===== config.mk =====
export PLATFORM = sky130hd
export DESIGN_NAME = mac_seq_ctrl_flat
export DESIGN_NICKNAME = d
export VERILOG_FILES = /design/src/rtl/mac_seq_ctrl_pkg.sv /design/src/rtl/mac_seq_ctrl_if.sv /design/src/rtl/mac_seq_ctrl_fb_sat.sv /design/src/rtl/mac_seq_ctrl.sv /design/src/flat_wrapper.sv
export SDC_FILE = /design/constraint.sdc
export NUM_CORES = 1
export LEC_CHECK = 0
export BUFFER_PORTS_ARGS = -buffer_cell sky130_fd_sc_hd__buf_2
export CAP_MARGIN = 20
export CORE_ASPECT_RATIO = 1.75
export CORE_MARGIN = 1
export CORE_UTILIZATION = 52
export CTS_CLUSTER_DIAMETER = 120
export DETAILED_ROUTE_END_ITERATION = 6
export PLACE_DENSITY = 0.8
export SLEW_MARGIN = 20
export SYNTH_ARGS = -nofsm -noshare
export SYNTH_HDL_FRONTEND = slang
export SYNTH_SLANG_ARGS = --single-unit

===== constraint.sdc =====
create_clock -name clk -period 4.1 [get_ports clk]
set_input_delay 1.025 -clock clk [delete_from_list [all_inputs] [get_ports clk]]
set_output_delay 1.025 -clock clk [all_outputs]
set_load 0.02 [all_outputs]

===== src/rtl/mac_seq_ctrl_pkg.sv =====
// Shared widths, FSM state encoding and sign-magnitude helpers for the MAC sequencer.
// No logic of its own.
// Imported by the interface, the saturation block and the controller.
package mac_seq_ctrl_pkg;

  localparam int A_BITWIDTH    = 8;
  localparam int OUT_BITWIDTH  = 19;
  localparam int C_BITWIDTH    = OUT_BITWIDTH - 1;
  localparam int CNT_BITWIDTH  = 8;
  localparam int TIMEOUT       = 15;
  localparam int WAIT_BITWIDTH = 4;

  typedef enum logic [1:0] {
    ST_IDLE  = 2'd0,
    ST_FETCH = 2'd1,
    ST_RUN   = 2'd2,
    ST_DONE  = 2'd3
  } state_t;

  typedef logic [CNT_BITWIDTH-1:0]  cnt_t;
  typedef logic [WAIT_BITWIDTH-1:0] wait_t;

  // Longest vector: the counter must never wrap back to zero.
  localparam cnt_t CNT_MAX = '1;

  // Largest representable addend with the given sign.
  function automatic logic [C_BITWIDTH-1:0] sm_c_sat(input logic sign);
    return {sign, {(C_BITWIDTH-1){1'b1}}};
  endfunction

  // Sign bit of a sign-magnitude result word.
  function automatic logic sm_out_sign(input logic [OUT_BITWIDTH-1:0] v);
    return v[OUT_BITWIDTH-1];
  endfunction

endpackage


===== src/rtl/mac_seq_ctrl_if.sv =====
// Bundle of operand stream, MAC handshake and result signals around the sequencer.
// No latency; wires only.
// Operand stream uses valid/ready; result is a one-cycle strobe with no backpressure.
interface mac_seq_ctrl_if;
  import mac_seq_ctrl_pkg::*;

  logic                    start;
  logic [C_BITWIDTH-1:0]   bias;
  logic                    in_valid;
  logic                    in_ready;
  logic [A_BITWIDTH-1:0]   in_a;
  logic [A_BITWIDTH-1:0]   in_b;
  logic                    in_last;
  logic                    mac_en;
  logic [A_BITWIDTH-1:0]   mac_a;
  logic [A_BITWIDTH-1:0]   mac_b;
  logic [C_BITWIDTH-1:0]   mac_c;
  logic [OUT_BITWIDTH-1:0] mac_mout;
  logic                    mac_done;
  logic                    busy;
  logic                    out_valid;
  logic [OUT_BITWIDTH-1:0] out_data;
  logic [CNT_BITWIDTH-1:0] out_cnt;
  logic                    out_ovf;
  logic                    out_err;

  // Controller side.
  modport master (
    input  start, bias, in_valid, in_a, in_b, in_last, mac_mout, mac_done,
    output in_ready, mac_en, mac_a, mac_b, mac_c, busy,
           out_valid, out_data, out_cnt, out_ovf, out_err
  );

  // Environment side: operand source, MAC unit and result sink.
  modport slave (
    output start, bias, in_valid, in_a, in_b, in_last, mac_mout, mac_done,
    input  in_ready, mac_en, mac_a, mac_b, mac_c, busy,
           out_valid, out_data, out_cnt, out_ovf, out_err
  );

endinterface


===== src/rtl/mac_seq_ctrl_fb_sat.sv =====
// Narrows a MAC result to the addend width, clamping the magnitude when it overflows.
// Purely combinational.
// No handshake.
module mac_fb_sat
  import mac_seq_ctrl_pkg::*;
(
  input  logic [OUT_BITWIDTH-1:0] mout,
  output logic [C_BITWIDTH-1:0]   c,
  output logic                    ovf
);

  // Drop the top magnitude bit when it is clear; otherwise clamp and flag.
  // The sign is carried through untouched, so -0 stays -0.
  always_comb begin
    c   = {sm_out_sign(mout), mout[OUT_BITWIDTH-3:0]};
    ovf = 1'b0;
    if (mout[OUT_BITWIDTH-2]) begin
      c   = sm_c_sat(sm_out_sign(mout));
      ovf = 1'b1;
    end
  end

endmodule


===== src/rtl/mac_seq_ctrl.sv =====
// Sequences one external sign-magnitude MAC over a streamed vector to give sum(a*b)+bias.
// One MAC pass per pair; the result strobes 2 cycles after the final mac_done.
// Operands are taken only in FETCH (in_ready); the result strobe cannot be stalled.
module mac_seq_ctrl
  import mac_seq_ctrl_pkg::*;
(
  input  logic          clk,
  input  logic          rst,
  mac_seq_ctrl_if.master bus
);

  state_t                  state_q, state_d;
  logic [A_BITWIDTH-1:0]   a_q, b_q;
  logic                    last_q;
  logic [C_BITWIDTH-1:0]   c_q;
  cnt_t                    cnt_q;
  logic                    ovf_q, err_q;
  wait_t                   wait_q;
  logic [OUT_BITWIDTH-1:0] res_q;
  logic                    out_valid_q;
  logic [OUT_BITWIDTH-1:0] out_data_q;
  cnt_t                    out_cnt_q;
  logic                    out_ovf_q, out_err_q;

  logic [C_BITWIDTH-1:0]   sat_c;
  logic                    sat_ovf;
  cnt_t                    cnt_inc;
  logic                    cnt_at_max;
  logic                    timeout_hit;

  mac_fb_sat u_fb_sat (
    .mout (bus.mac_mout),
    .c    (sat_c),
    .ovf  (sat_ovf)
  );

  assign cnt_inc     = cnt_q + cnt_t'(1);
  assign cnt_at_max  = (cnt_inc == CNT_MAX);
  assign timeout_hit = (wait_q == wait_t'(TIMEOUT - 1));

  // State register.
  always_ff @(posedge clk or posedge rst) begin
    if (rst) state_q <= ST_IDLE;
    else     state_q <= state_d;
  end

  // Next state: one MAC pass per accepted pair, abort on length or timeout.
  always_comb begin
    state_d = state_q;
    case (state_q)
      ST_IDLE:  if (bus.start) state_d = ST_FETCH;
      ST_FETCH: if (bus.in_valid) state_d = ST_RUN;
      ST_RUN: begin
        if (bus.mac_done)  state_d = (last_q || cnt_at_max) ? ST_DONE : ST_FETCH;
        else if (timeout_hit) state_d = ST_DONE;
      end
      ST_DONE:  state_d = ST_IDLE;
      default:  state_d = ST_IDLE;
    endcase
  end

  // Operand, accumulator, count and flag registers for the vector in flight.
  always_ff @(posedge clk or posedge rst) begin
    if (rst) begin
      a_q    <= '0;
      b_q    <= '0;
      last_q <= 1'b0;
      c_q    <= '0;
      cnt_q  <= '0;
      ovf_q  <= 1'b0;
      err_q  <= 1'b0;
      wait_q <= '0;
      res_q  <= '0;
    end else begin
      case (state_q)
        ST_IDLE: if (bus.start) begin
          c_q   <= bus.bias;
          cnt_q <= '0;
          ovf_q <= 1'b0;
          err_q <= 1'b0;
        end
        ST_FETCH: if (bus.in_valid) begin
          a_q    <= bus.in_a;
          b_q    <= bus.in_b;
          last_q <= bus.in_last;
          wait_q <= '0;
        end
        ST_RUN: begin
          if (bus.mac_done) begin
            cnt_q <= cnt_inc;
            c_q   <= sat_c;
            res_q <= bus.mac_mout;
            if (sat_ovf)    ovf_q <= 1'b1;
            if (cnt_at_max) err_q <= 1'b1;
          end else begin
            wait_q <= wait_q + wait_t'(1);
            if (timeout_hit) err_q <= 1'b1;
          end
        end
        default: ;
      endcase
    end
  end

  // Result registers: loaded from DONE so out_data stays put between strobes,
  // and a timeout delivers the last MAC result that did arrive.
  always_ff @(posedge clk or posedge rst) begin
    if (rst) begin
      out_valid_q <= 1'b0;
      out_data_q  <= '0;
      out_cnt_q   <= '0;
      out_ovf_q   <= 1'b0;
      out_err_q   <= 1'b0;
    end else begin
      out_valid_q <= (state_q == ST_DONE);
      if (state_q == ST_DONE) begin
        out_data_q <= res_q;
        out_cnt_q  <= cnt_q;
        out_ovf_q  <= ovf_q;
        out_err_q  <= err_q;
      end
    end
  end

  assign bus.in_ready  = (state_q == ST_FETCH);
  assign bus.mac_en    = (state_q == ST_RUN);
  assign bus.busy      = (state_q != ST_IDLE);
  assign bus.mac_a     = a_q;
  assign bus.mac_b     = b_q;
  assign bus.mac_c     = c_q;
  assign bus.out_valid = out_valid_q;
  assign bus.out_data  = out_data_q;
  assign bus.out_cnt   = out_cnt_q;
  assign bus.out_ovf   = out_ovf_q;
  assign bus.out_err   = out_err_q;

endmodule

===== src/flat_wrapper.sv =====
// flat-port wrapper written by rule: the top's interface ports become plain ports
module mac_seq_ctrl_flat import mac_seq_ctrl_pkg::*;
  (clk, rst, bus_start, bus_bias, bus_in_valid, bus_in_a, bus_in_b, bus_in_last, bus_mac_mout, bus_mac_done, bus_in_ready, bus_mac_en, bus_mac_a, bus_mac_b, bus_mac_c, bus_busy, bus_out_valid, bus_out_data, bus_out_cnt, bus_out_ovf, bus_out_err);
  mac_seq_ctrl_if bus_i ();
  input  logic clk;
  input  logic rst;
  input wire logic [$bits(bus_i.start)-1:0] bus_start;
  input wire logic [$bits(bus_i.bias)-1:0] bus_bias;
  input wire logic [$bits(bus_i.in_valid)-1:0] bus_in_valid;
  input wire logic [$bits(bus_i.in_a)-1:0] bus_in_a;
  input wire logic [$bits(bus_i.in_b)-1:0] bus_in_b;
  input wire logic [$bits(bus_i.in_last)-1:0] bus_in_last;
  input wire logic [$bits(bus_i.mac_mout)-1:0] bus_mac_mout;
  input wire logic [$bits(bus_i.mac_done)-1:0] bus_mac_done;
  output wire logic [$bits(bus_i.in_ready)-1:0] bus_in_ready;
  output wire logic [$bits(bus_i.mac_en)-1:0] bus_mac_en;
  output wire logic [$bits(bus_i.mac_a)-1:0] bus_mac_a;
  output wire logic [$bits(bus_i.mac_b)-1:0] bus_mac_b;
  output wire logic [$bits(bus_i.mac_c)-1:0] bus_mac_c;
  output wire logic [$bits(bus_i.busy)-1:0] bus_busy;
  output wire logic [$bits(bus_i.out_valid)-1:0] bus_out_valid;
  output wire logic [$bits(bus_i.out_data)-1:0] bus_out_data;
  output wire logic [$bits(bus_i.out_cnt)-1:0] bus_out_cnt;
  output wire logic [$bits(bus_i.out_ovf)-1:0] bus_out_ovf;
  output wire logic [$bits(bus_i.out_err)-1:0] bus_out_err;
  assign bus_i.start = bus_start;
  assign bus_i.bias = bus_bias;
  assign bus_i.in_valid = bus_in_valid;
  assign bus_i.in_a = bus_in_a;
  assign bus_i.in_b = bus_in_b;
  assign bus_i.in_last = bus_in_last;
  assign bus_i.mac_mout = bus_mac_mout;
  assign bus_i.mac_done = bus_mac_done;
  assign bus_in_ready = bus_i.in_ready;
  assign bus_mac_en = bus_i.mac_en;
  assign bus_mac_a = bus_i.mac_a;
  assign bus_mac_b = bus_i.mac_b;
  assign bus_mac_c = bus_i.mac_c;
  assign bus_busy = bus_i.busy;
  assign bus_out_valid = bus_i.out_valid;
  assign bus_out_data = bus_i.out_data;
  assign bus_out_cnt = bus_i.out_cnt;
  assign bus_out_ovf = bus_i.out_ovf;
  assign bus_out_err = bus_i.out_err;
  mac_seq_ctrl u_core (.clk(clk), .rst(rst), .bus(bus_i));
endmodule

==> impl_metrics.py <==
metrics = {
    "run_status": {
        "status": "finished with violations",
        "failed_checks": "design-rule violations",
    },
    "placement": {
        "dp_hpwl_mm": 6.527,
        "numPortBuffers": 125,
        "global_placement_routability_congestion": 0.7833,
    },
    "worst_hold_path": {
        "holdCritPathClass": "reg -> reg",
    },
    "logic_synthesis": {
        "area_fraction_in_and_or_nand_and_nor_cells_after_synthesis": 0.1443,
        "synth_compound_gate_area_share": 0.09629,
        "yosysTopAreaCellShare": 0.5714,
        "synthesis.area_um2": 4379,
        "synth_ff_type": "dfrtp_1",
        "yosys_warnings": 0,
        "synthMostInstantiatedCell": "dfrtp_1",
        "post_synth_top_cells": "100 x dfrtp_1, 81 x nand2_1, 47 x mux2_2",
        "gate_count_after_technology_mapping": 389,
        "postSynthAreaPerCell_um2": 11.26,
        "synth-xor-area-share": 0.008000,
        "yosysSeqAreaShare": 0.5714,
        "mappedNetlistNets": 452,
        "combinational_family_with_the_most_area_after_synthesis": "simple AND/OR/NAND/NOR gates",
        "yosys_register_bits": 100,
        "adder_cell_area_share_of_the_yosys_netlist": 0.01143,
        "synth_edf_count": 0,
        "netlist.top_cell.by_area": "dfrtp_1",
        "synth_cell_type_count": 44,
        "synth.top_cells.by_area": "dfrtp_1 57%, mux2_2 12%, nand2_1 6.9%",
        "async_reset_ff_frac": 1.000,
        "muxShareOfSynthArea": 0.1231,
    },
    "timing": {
        "skew_ps": 5.243,
        "hold_viol_final": 0,
        "unrepaired_setup_endpoints_after_global_routing": "no",
        "worst_slew_pin_slew_ps": 755.1,
        "slew_headroom": 0.4966,
        "timing.final.crit_period_ps": 2496,
        "fmaxAchievable_mhz": 400.6,
        "slew_violations": 0,
        "fin_setup_tns_ps": 0,
        "setup-violations-final": 0,
        "final_min_period_over_clock_period": 0.6088,
        "fin_worst_hold_slack_ps": 468.5,
    },
    "detailed_routing": {
        "route.met3.wl_um": 586,
        "wl_mm": 9.553,
        "drt_iter0_drc": 204,
        "routed_wire_length_per_instance_um": 15.90,
        "drt-met1-wl_mm": 3.631,
        "detailroute.wirelength.met2_mm": 5.107,
        "drt_drc_violations_left": 11,
        "post_drt_via_cell_ratio": 5.521,
        "vias": 3318,
        "drt_first_pass_iters": 7,
        "dr.max_layer_used": "met4",
        "drtAntennaViolNets": 0,
    },
    "clock_tree": {
        "clock_tree.root_cell": "clkbuf_16",
        "cts_resized": 0,
        "cts.repair_timing.setup_buffer_count": 0,
        "clock_buffer_depth": 2,
        "cts_sinks": 100,
        "numCtsBuffers": 9,
        "clk_latency_ps": 340,
        "cts_hold_buffers": 0,
        "cts.htree.levels": 3,
        "cts.clk_slew.worst_paths_ps": 60,
        "cts_tree": "done",
    },
    "power": {
        "vdd_drop_max_uv": 351.8,
        "p_total_mw": 3.853,
        "power_density_nw_per_um2": 727.9,
        "cellLeakagePower_nw": 2.721,
    },
    "critical_path": {
        "end_kind": "primary output",
        "critical_path_peak_fanout": 18,
        "startpoint_type": "flip-flop",
        "critical-path-slowest-cell": "dfrtp_1",
        "max_stage_delay_ps": 640,
        "critical_path_arrival_ps": 1470,
        "worst_setup_path_category": "reg -> out",
        "reg2reg_setup_slack_ps": 2100,
        "worst_ep_required_time_ps": 3070,
        "ordered_list_of_cells_on_the_worst_path": "nand2b_4 > inv_1 > buf_2",
    },
    "global_route": {
        "grt-ovfl-total": 0,
        "grt_usage": 0.2266,
        "grt_pass1_wl_mm": 15.20,
        "grt_max_degree": 87,
        "grt_pass1_vias": 3256,
        "antenna_violations_before_repair": 0,
    },
    "floorplan": {
        "floorplan.core_area_um2": 8203,
        "rows": 44,
        "pin_count": 126,
        "dieWidth_um": 71.37,
        "initial_core_util": 0.5339,
        "dieArea_um2": 8807,
        "die_height_um": 123.4,
    },
    "cells_and_area": {
        "utilization": 0.6454,
        "layout-drive-gt1-share": 0.3929,
        "antenna_diode_count": 0,
        "fill_cells": 657,
        "area_delta_synth_final_pct": 20.89,
        "finalNetCount": 568,
    },
    "run": {
        "maxCapViolCount": 0,
    },
}
[placed cells by master, fill, tap and decap left out, types with 3 or more instances in the layout]
cell type	count
buf_2	125
dfrtp_1	100
nand2_1	81
mux2_2	47
o21ai_0	43
or3_1	17
nor2_1	11
clkbuf_16	9
o21ai_1	7
inv_1	6
nand3_1	5
buf_4	5
nand3b_1	4
o31ai_1	4
a21oi_1	4
ha_1	4
xor2_1	3
clkbuf_8	3
[layout make-up]
cell class	instances	area, µm²	area share
sequential	100	2502	0.4727
multi-input combinational	257	1678	0.3169
timing repair buffer	130	663.1	0.1253
clock buffer	14	274.0	0.05176
tap	92	115.1	0.02174
inverter	7	31.28	0.005909
clock inverter	1	30.03	0.005672
[worst max-delay path, delay by kind of cell (launching register included)]
kind          cells  cell delay (ps)
simple gates      1              220
flops             1              640
buf+inv           2              270
[state kept, by name, indices dropped and copies added (netlist names), 2 cells and up]
name,count
u_core.bus.out_data,19
u_core.res_q,19
u_core.bus.mac_c,18
u_core.bus.mac_a,8
u_core.bus.mac_b,8
u_core.bus.out_cnt,8
u_core.cnt_q,8
u_core.wait_q,4
u_core.state_q,2
[cells by family after synthesis]
family                     Yosys count
adders and majority gates            4
DFF                                100
muxes                               48
AOI/OAI and AO/OA                   70
buffers and inverters               32
and+or+nand+nor                    131
xor gates and xnor gates             4
[path summary, 6_finish.rpt]
| path | start | to | cells after the start |
|---|---|---|---|
| min in group asynchronous | rst | u_core.res_q[11] | 2 |
| hold reg to reg | u_core.bus.mac_b[4] | u_core.bus.mac_b[4] | 2 |
| setup / recovery | u_core.state_q[1] | bus_mac_en | 3 |
| max in group asynchronous | rst | u_core.bus.out_cnt[3] | 3 |
| setup reg to reg | u_core.state_q[1] | u_core.cnt_q[5] | 4 |
| hold / removal | u_core.bus.mac_b[4] | u_core.bus.mac_b[4] | 2 |
[routing by layer]
metal  track usage  up-vias
li1              -     1564
met2        0.4095      125
met4       0.09750        0
met5             0        -
met3       0.05460       16
met1        0.2504     1613
[report_power, final]
group | internal (mW) | switching (mW)
clock network | 0.520 | 0.337
logic | 0.542 | 0.848
registers | 1.37 | 0.237
[stage by stage]
step | setup slack, ps | area [µm²] | cells
after detailed placement | 1651 | 4987 | 586
after CTS | 1586 | 5291 | 601
after global placement | 1711 | 4987 | 586
after global routing | 1533 | 5294 | 601
final | 1604 | 5294 | 601
after floorplan | 456.2 | 4379 | 389
(Power assumes the default switching activity.)
